[config.mk]
export PLATFORM = sky130hd
export DESIGN_NAME = serial_subtractor
export DESIGN_NICKNAME = d
export VERILOG_FILES = /design/src/rtl/dsd_pkg.sv /design/src/rtl/full_subtractor.sv /design/src/rtl/serial_subtractor.sv
export SDC_FILE = /design/constraint.sdc
export NUM_CORES = 1
export LEC_CHECK = 0
export CORE_ASPECT_RATIO = 1.25
export CORE_MARGIN = 2
export CORE_UTILIZATION = 40
export DETAILED_ROUTE_END_ITERATION = 8
export HOLD_SLACK_MARGIN = 0.1
export SYNTH_ARGS = -nofsm -noshare
export SYNTH_HDL_FRONTEND = slang
export SYNTH_HIERARCHICAL = 1
export SYNTH_SLANG_ARGS = --single-unit
[constraint.sdc]
create_clock -name clk -period 2.2 [get_ports clk]
set_input_delay 0.55 -clock clk [delete_from_list [all_inputs] [get_ports clk]]
set_output_delay 0.55 -clock clk [all_outputs]
set_load 0.05 [all_outputs]
[src/rtl/dsd_pkg.sv]
// Shared definitions for the serial datapath blocks.
//   - state_e       : controller state encoding (IDLE / SHIFT / DONE)
//   - DEFAULT_WIDTH : default operand width for the serial subtractor
package dsd_pkg;

    localparam int DEFAULT_WIDTH = 4;

    typedef enum logic [1:0] {
        IDLE  = 2'd0,
        SHIFT = 2'd1,
        DONE  = 2'd2
    } state_e;

endpackage : dsd_pkg

[src/rtl/full_subtractor.sv]
// Single-bit full subtractor: d = a - b - bin, with borrow out.
// Ports:
//   a, b  : minuend / subtrahend bits
//   bin   : borrow in
//   d     : difference bit
//   bout  : borrow out (set when a < b + bin)
module full_subtractor (
    input  logic a,
    input  logic b,
    input  logic bin,
    output logic d,
    output logic bout
);

    // Difference and borrow for one bit slice.
    always_comb begin
        d    = a ^ b ^ bin;
        bout = (~a & b) | (~(a ^ b) & bin);
    end

endmodule : full_subtractor

[src/rtl/serial_subtractor.sv]
// Bit-serial unsigned subtractor, D = A - B mod 2^WIDTH, LSB first.
// One full-subtractor slice with a registered borrow processes one bit per
// clock; the result and borrow are published only on the completion edge.
// Ports:
//   clk        : rising-edge clock
//   rst_n      : asynchronous active-low reset
//   start      : request, sampled only while not busy (IDLE or DONE)
//   A, B       : operands, captured on the accepted start edge
//   D          : registered difference
//   borrow_out : registered, 1 when A < B
//   busy       : 1 while a subtraction is in progress
//   done       : one-cycle pulse when D / borrow_out update
module serial_subtractor
    import dsd_pkg::*;
#(
    parameter int WIDTH = DEFAULT_WIDTH
) (
    input  logic             clk,
    input  logic             rst_n,
    input  logic             start,
    input  logic [WIDTH-1:0] A,
    input  logic [WIDTH-1:0] B,
    output logic [WIDTH-1:0] D,
    output logic             borrow_out,
    output logic             busy,
    output logic             done
);

    // Counter width; guard keeps it at least one bit.
    localparam int CW = (WIDTH > 1) ? $clog2(WIDTH) : 1;
    localparam logic [CW-1:0] CNT_LAST = CW'(WIDTH - 1);

    state_e           state_q, state_d;
    logic [WIDTH-1:0] a_sr_q, a_sr_d;
    logic [WIDTH-1:0] b_sr_q, b_sr_d;
    logic [WIDTH-1:0] r_sr_q, r_sr_d;
    logic [WIDTH-1:0] d_q, d_d;
    logic [CW-1:0]    cnt_q, cnt_d;
    logic             borrow_q, borrow_d;
    logic             borrow_out_q, borrow_out_d;
    logic             busy_q, busy_d;
    logic             done_q, done_d;
    logic             accept_s;
    logic             diff_bit_s;
    logic             bout_s;

    full_subtractor u_fs (
        .a    (a_sr_q[0]),
        .b    (b_sr_q[0]),
        .bin  (borrow_q),
        .d    (diff_bit_s),
        .bout (bout_s)
    );

    // A request is taken only when no subtraction is running.
    always_comb begin
        accept_s = start && ((state_q == IDLE) || (state_q == DONE));
    end

    // State register.
    always_ff @(posedge clk or negedge rst_n) begin
        if (!rst_n) begin
            state_q <= IDLE;
        end else begin
            state_q <= state_d;
        end
    end

    // Next-state logic.
    always_comb begin
        state_d = state_q;
        case (state_q)
            IDLE: begin
                if (start) state_d = SHIFT;
                else       state_d = IDLE;
            end
            SHIFT: begin
                if (cnt_q == CNT_LAST) state_d = DONE;
                else                   state_d = SHIFT;
            end
            DONE: begin
                if (start) state_d = SHIFT;
                else       state_d = IDLE;
            end
            default: state_d = IDLE;
        endcase
    end

    // Status outputs decoded from the next state so they come straight off flops.
    always_comb begin
        busy_d = 1'b0;
        done_d = 1'b0;
        case (state_d)
            IDLE:    begin busy_d = 1'b0; done_d = 1'b0; end
            SHIFT:   begin busy_d = 1'b1; done_d = 1'b0; end
            DONE:    begin busy_d = 1'b0; done_d = 1'b1; end
            default: begin busy_d = 1'b0; done_d = 1'b0; end
        endcase
    end

    // Datapath: operand capture, serial shift, and result publication.
    always_comb begin
        a_sr_d       = a_sr_q;
        b_sr_d       = b_sr_q;
        r_sr_d       = r_sr_q;
        borrow_d     = borrow_q;
        cnt_d        = cnt_q;
        d_d          = d_q;
        borrow_out_d = borrow_out_q;
        if (accept_s) begin
            a_sr_d   = A;
            b_sr_d   = B;
            r_sr_d   = '0;
            borrow_d = 1'b0;
            cnt_d    = '0;
        end else if (state_q == SHIFT) begin
            a_sr_d   = {1'b0, a_sr_q[WIDTH-1:1]};
            b_sr_d   = {1'b0, b_sr_q[WIDTH-1:1]};
            r_sr_d   = {diff_bit_s, r_sr_q[WIDTH-1:1]};
            borrow_d = bout_s;
            // Last bit: publish the full word including this edge's bit.
            if (cnt_q == CNT_LAST) begin
                cnt_d        = cnt_q;
                d_d          = {diff_bit_s, r_sr_q[WIDTH-1:1]};
                borrow_out_d = bout_s;
            end else begin
                cnt_d = cnt_q + CW'(1);
            end
        end else begin
            cnt_d = cnt_q;
        end
    end

    // Datapath and output registers.
    always_ff @(posedge clk or negedge rst_n) begin
        if (!rst_n) begin
            a_sr_q       <= '0;
            b_sr_q       <= '0;
            r_sr_q       <= '0;
            borrow_q     <= 1'b0;
            cnt_q        <= '0;
            d_q          <= '0;
            borrow_out_q <= 1'b0;
            busy_q       <= 1'b0;
            done_q       <= 1'b0;
        end else begin
            a_sr_q       <= a_sr_d;
            b_sr_q       <= b_sr_d;
            r_sr_q       <= r_sr_d;
            borrow_q     <= borrow_d;
            cnt_q        <= cnt_d;
            d_q          <= d_d;
            borrow_out_q <= borrow_out_d;
            busy_q       <= busy_d;
            done_q       <= done_d;
        end
    end

    assign D          = d_q;
    assign borrow_out = borrow_out_q;
    assign busy       = busy_q;
    assign done       = done_q;

endmodule : serial_subtractor

---- Yosys cells after proc, flatten, opt, wreduce, memory -nomap -nowiden ----
Cells that the tools add are included.
operators by class
  bitwise operators ....................... 8
  reductions and logical operators ........ 7
  equality and inequality tests ........... 6
  add/subtract/negate cells ............... 1
  muxes and demuxes ....................... 16
operators by type and width
  cell                 count
  $mux 4               6
  $mux 2               4
  $eq 2x2->1 const B   3
  $mux 1               5
  $eq 2x1->1 const B   2
  $pmux 2 s2           1
  $not 1->1            3
  $reduce_and 3->1     1
  $add 2x1->2 const B  1
  $and 1x1->1          2
  $logic_not 2->1      1
  $ne 2x2->1 const B   1
  $reduce_and 2->1     1
  $reduce_bool 2->1    1
  $reduce_or 2->1      1
  $xor 1x1->1          2
  $logic_and 1x1->1    1
  $logic_or 1x1->1     1
  $or 1x1->1           1
storage, ports and cells
  word-level logic and storage cells ...... 48
  output and inout port bits .............. 7
  input port bits ......................... 11
  register bits after elaboration ......... 24

---- Longest topological paths before layout ----
  word-level depth ........................ 6
  depth in mapped cells ................... 5

---- Hierarchy ----
Netlist, hierarchy kept.
modules (own cells, without submodules)
  module             sequential area each (sq um)  instances  area each (sq um)  cells an instance
  serial_subtractor  575.6                         1          1,107.3            79
  full_subtractor    0.0                           1          31.3               4

---- Worst setup path before layout ----
OpenSTA, ideal clock, no wires.
  path type ............................... register to register
  start ................................... register a_sr_q[0]
  end ..................................... register r_sr_q[3]
  period minus slack after synthesis ...... 1.413 ns
  setup slack ............................. 0.787 ns
  library setup time ...................... 0.121 ns
  required time ........................... 2.079 ns
  stages on the path, launching flop included .. 4
  data arrival time ....................... 1.292 ns
  path through ............................ dfrtp_1 > fa_1 > mux2_2 > a22o_1
between the ends
  longest elaborated chain between the ends .. 4
ends and longest elaborated chain
  item                       RTL line                  text
  start, declared            serial_subtractor.sv:34   logic [WIDTH-1:0] a_sr_q, a_sr_d;
  start signal, assigned     serial_subtractor.sv:147  a_sr_q <= a_sr_d;
  $xor 1x1->1 (2 in series)  full_subtractor.sv:17     d = a ^ b ^ bin;
  via diff_bit_s             serial_subtractor.sv:44   logic diff_bit_s;
  $mux 4                     serial_subtractor.sv:116  end else if (state_q == SHIFT) begin
  $mux 4                     serial_subtractor.sv:110  if (accept_s) begin
  end signal, assigned       serial_subtractor.sv:149  r_sr_q <= r_sr_d;
  end, declared              serial_subtractor.sv:36   logic [WIDTH-1:0] r_sr_q, r_sr_d;
The timed path passes the listed nets, and every way through them passes these cells. The select of a mux whose other input is x is not followed.
A chain may end at the register's enable or synchronous reset.

---- Final worst setup path ----
  start ................................... register d_q[2], in the netlist D[2]
  end ..................................... output port D[2]
RTL lines
  item                    RTL line                  text
  start, declared         serial_subtractor.sv:37   logic [WIDTH-1:0] d_q, d_d;
  start signal, assigned  serial_subtractor.sv:142  d_q <= '0;
  start signal, assigned  serial_subtractor.sv:152  d_q <= d_d;
  end, declared           serial_subtractor.sv:23   output logic [WIDTH-1:0] D,
No word-level cell between the ends.

==> run summary <==
The kind of critical path is register to output pin. The area growth from synthesis to layout is 18.57%. Following the worst setup path forward leads to its endpoint at D[2]. For the total placed instance area, the log shows 1323 sq um.

In this run the deepest clock path goes through 2 buffers. The critical path depth was 1. The floorplan step defined a die boundary enclosing 3292 sq um. Counting every net in the synthesized netlist gives 96. By area the synthesized netlist is led by sky130_fd_sc_hd__dfrtp_1, sky130_fd_sc_hd__mux2i_1, sky130_fd_sc_hd__mux2_2.

The startpoint type of the worst setup path is a register. For the number of gates resized after cts, the log shows 0. Once the clock tree was built, the setup fixing pass inserted 0 buffers. The floorplan step defined a core boundary enclosing 2706 sq um. Summing over every cut layer, the via total after detailed routing is 709. For the register-to-register setup slack, the log shows 0.62 ns. For the H-tree depth, the log shows 1. The average size of a mapped cell works out to 13.72 sq um. After clock tree synthesis, the clock-pin slew on the worst setup and hold paths is 0.14 ns. The minimum clock period after layout works out to 2.026 ns.

Critical register-to-register path endpoint: D[0]. The detail-routed net length per standard cell was 13.18 um; the residual DRC count was 0. The flow ran to the end, and the final reports show no timing, DRC or antenna violations.

The clock skew is 0.008747 ns. The worst setup path is captured at an output pin. The cell with the biggest individual delay on the critical path is sky130_fd_sc_hd__clkdlybuf4s50_1.

For the setup total negative slack, the log shows 0 ns. The effective utilization at floorplan was 42.07%; the diode insertion count for antenna repair was 0. The most common cell after layout, fill and taps aside was sky130_fd_sc_hd__dfrtp_1.

The share of the Yosys chip area taken by registers is 50.55%. The quantity of I/O buffers inserted on ports was 17. The tool flagged a number of max-cap violations equal to 0. Setup repair after global routing left no endpoint under its margin. Entering global routing, the biggest net connects 24 pins.

The delay of the slowest critical-path stage was 0.79 ns; the number of warnings issued by yosys was 6. The run gives 0 as the total overflow reported by the global router. For the wire length of the first global-routing pass, the log shows 3.201 mm.

Power spread over the standard cell area amounts to 1365 nW/um^2. The count of hold buffers inserted by post-cts repair came out at 0. The final hold violation count is 0, and the count of nets after finishing is 116.

Before CTS, the worst setup slack after placement is 0.3927 ns. TritonCTS built the clock tree. The cell family contributing the most delay on the critical path is buffers and inverters. Measured slew at the worst slew-check pin: 0.6652 ns. The I/O pin count came out at 18. The insertion delay to the later sink of the worst-skew pair was 0.31 ns; the cell depth of the worst flop-to-flop path was 2.

The run gives 13.09% as the overall fraction of global-route tracks in use. In the layout the commonest cells are sky130_fd_sc_hd__dfrtp_1, sky130_fd_sc_hd__mux2i_1, sky130_fd_sc_hd__clkdlybuf4s50_1. The die width is 51.72 um, and the final count of negative-setup-slack endpoints is 0. The cell sitting at the root of the clock tree is a sky130_fd_sc_hd__clkbuf_4. The number of antenna violations at the first check in global routing was 0. Derived from the worst setup path, the maximum achievable clock frequency is 0.4937 GHz. The worst-case IR drop observed on VDD is 0.5085 mV.

After the flow finishes, the layout carries non-filler instances totaling 136. Counting tap cells, the placed design contains a total of 132 instances. The mean number of vias per cell came out at 5.213. The total non-filler cell area in the finished layout was 1350 sq um; the buffering stage count on the worst path with inverters included was 1. Highest fanout seen on the critical path: 2.

For the number of max-slew violations in the final report, the log shows 0. The first detailed-routing pass took 2 iterations. Start point of the critical path: D[2]. For the sum of routed wire length over all layers, the log shows 1.792 mm. The clock drives 23 sinks.

The worst path uses 92.07% of the clock period. After filler insertion, the fill cell instance count of the layout stands at 246. Cells with a size suffix above 1 make up 18.63% of the layout.

The cell area that synthesis handed to floorplanning was 1139 sq um. The launching point of the worst reg2reg path was state_q[1]. Setup slack on the critical path of the routed design comes to 0.1745 ns.

The post-route antenna net violation count was 0; the number of buffers inserted during clock tree synthesis was 3. The distinct cell type count of the synthesized netlist came out at 20. The data arrival time of the worst path came out at 1.48 ns. Synthesis produced 83 cells. The biggest area contributor in the post-synthesis netlist is sky130_fd_sc_hd__dfrtp_1. The number of placement rows was 21; the count of state elements after synthesis was 23. The chip height works out to 63.65 um. Detailed placement finished with a half-perimeter wire length of 1.305 mm.

The post-layout total power was 1843 uW. The signal on the critical path passes through clkdlybuf4s50_1. The via count of the first global-routing pass came out at 750. In this run the tightest slew margin relative to its limit is 55.65%. Final weighted congestion in routability-driven placement: 0.6955. The critical path required time is 1.65 ns. The area share of the largest cell type after synthesis works out to 50.55%.

The leakage power figure is 0.0006577 uW. The min-delay analysis places its worst path in the category register to register. After the first detailed-routing iteration, the DRC count stood at 23.
-- synthesized netlist by cell type --
cell and n:
sky130_fd_sc_hd__a221o_1 1, sky130_fd_sc_hd__nand3b_4 1, sky130_fd_sc_hd__mux2_2 11, sky130_fd_sc_hd__buf_4 2
sky130_fd_sc_hd__o21ai_0 2, sky130_fd_sc_hd__buf_12 1, sky130_fd_sc_hd__a311o_1 1, sky130_fd_sc_hd__nand3_1 2
sky130_fd_sc_hd__nor2b_1 1, sky130_fd_sc_hd__fa_1 1, sky130_fd_sc_hd__a22o_1 4, sky130_fd_sc_hd__inv_1 5
sky130_fd_sc_hd__o211a_1 2, sky130_fd_sc_hd__ha_1 1, sky130_fd_sc_hd__nor2_1 2, sky130_fd_sc_hd__mux2i_1 20
sky130_fd_sc_hd__dfrtp_1 23, sky130_fd_sc_hd__nor3b_1 1, sky130_fd_sc_hd__buf_6 1, sky130_fd_sc_hd__buf_2 1
-- final cells by class --
class	instances	area (sq um)	share of cell area (%)
Clock buffer	3	22.52	1.668
Clock inverter	1	5.005	0.3707
Inverter	5	18.77	1.390
Multi-Input combinational cell	50	493.0	36.52
Sequential cell	23	575.6	42.63
Tap cell	34	42.54	3.151
Timing Repair Buffer	20	192.7	14.27
-- how the worst min path moves through the flow --
stage / startpoint / endpoint / slack [ns] / cells after the start
global placement: D[2] / D[2] / 0.49 / 1
floorplan: rst_n / D[0] / 0.25 / 0
detailed placement: D[3] / D[3] / 0.50 / 1
CTS: D[1] / D[1] / 0.53 / 1
finish: D[1] / D[1] / 0.52 / 1
global route: D[1] / D[1] / 0.55 / 1
-- report_power, final --
part           internal, uW  switching, uW  total, uW
sequential              599            159        757
clock                  67.9            131        199
combinational           445            442        886
total                  1110            732       1840
-- metal layers --
layer	vias up	GRT usage [%]	share of wire, %
li1	341	-	-
met1	354	14.89	44
met2	12	23.24	52
met3	2	2.133	3.3
met4	0	5.921	0.67
met5	-	0	0
-- state kept, by name (all words and copies together) (netlist names) --
| signal | cells |
|---|---|
| D | 4 |
| a_sr_q | 4 |
| b_sr_q | 4 |
| r_sr_q | 3 |
| cnt_q | 2 |
| state_q | 2 |
| borrow_out | 1 |
| borrow_q | 1 |
| busy | 1 |
| done | 1 |
-- kinds of logic after synthesis --
group | after synthesis | synth area share, %
compound gates | 10 | 7.472
flops | 23 | 50.55
simple gates | 7 | 4.506
mux | 31 | 28.46
buf+inv | 10 | 6.153
fa+ha+maj | 2 | 2.857
-- through the flow --
stage          hold WS (ns)  utilization [%]
2_1_floorplan        0.2544                -
3_3_place_gp         0.4881            48.87
3_5_place_dp         0.4972            48.87
4_1_cts              0.5275            49.88
5_1_grt              0.5472            49.88
6_report             0.5211            49.88
No activity file was read; power rests on OpenSTA's default activity.
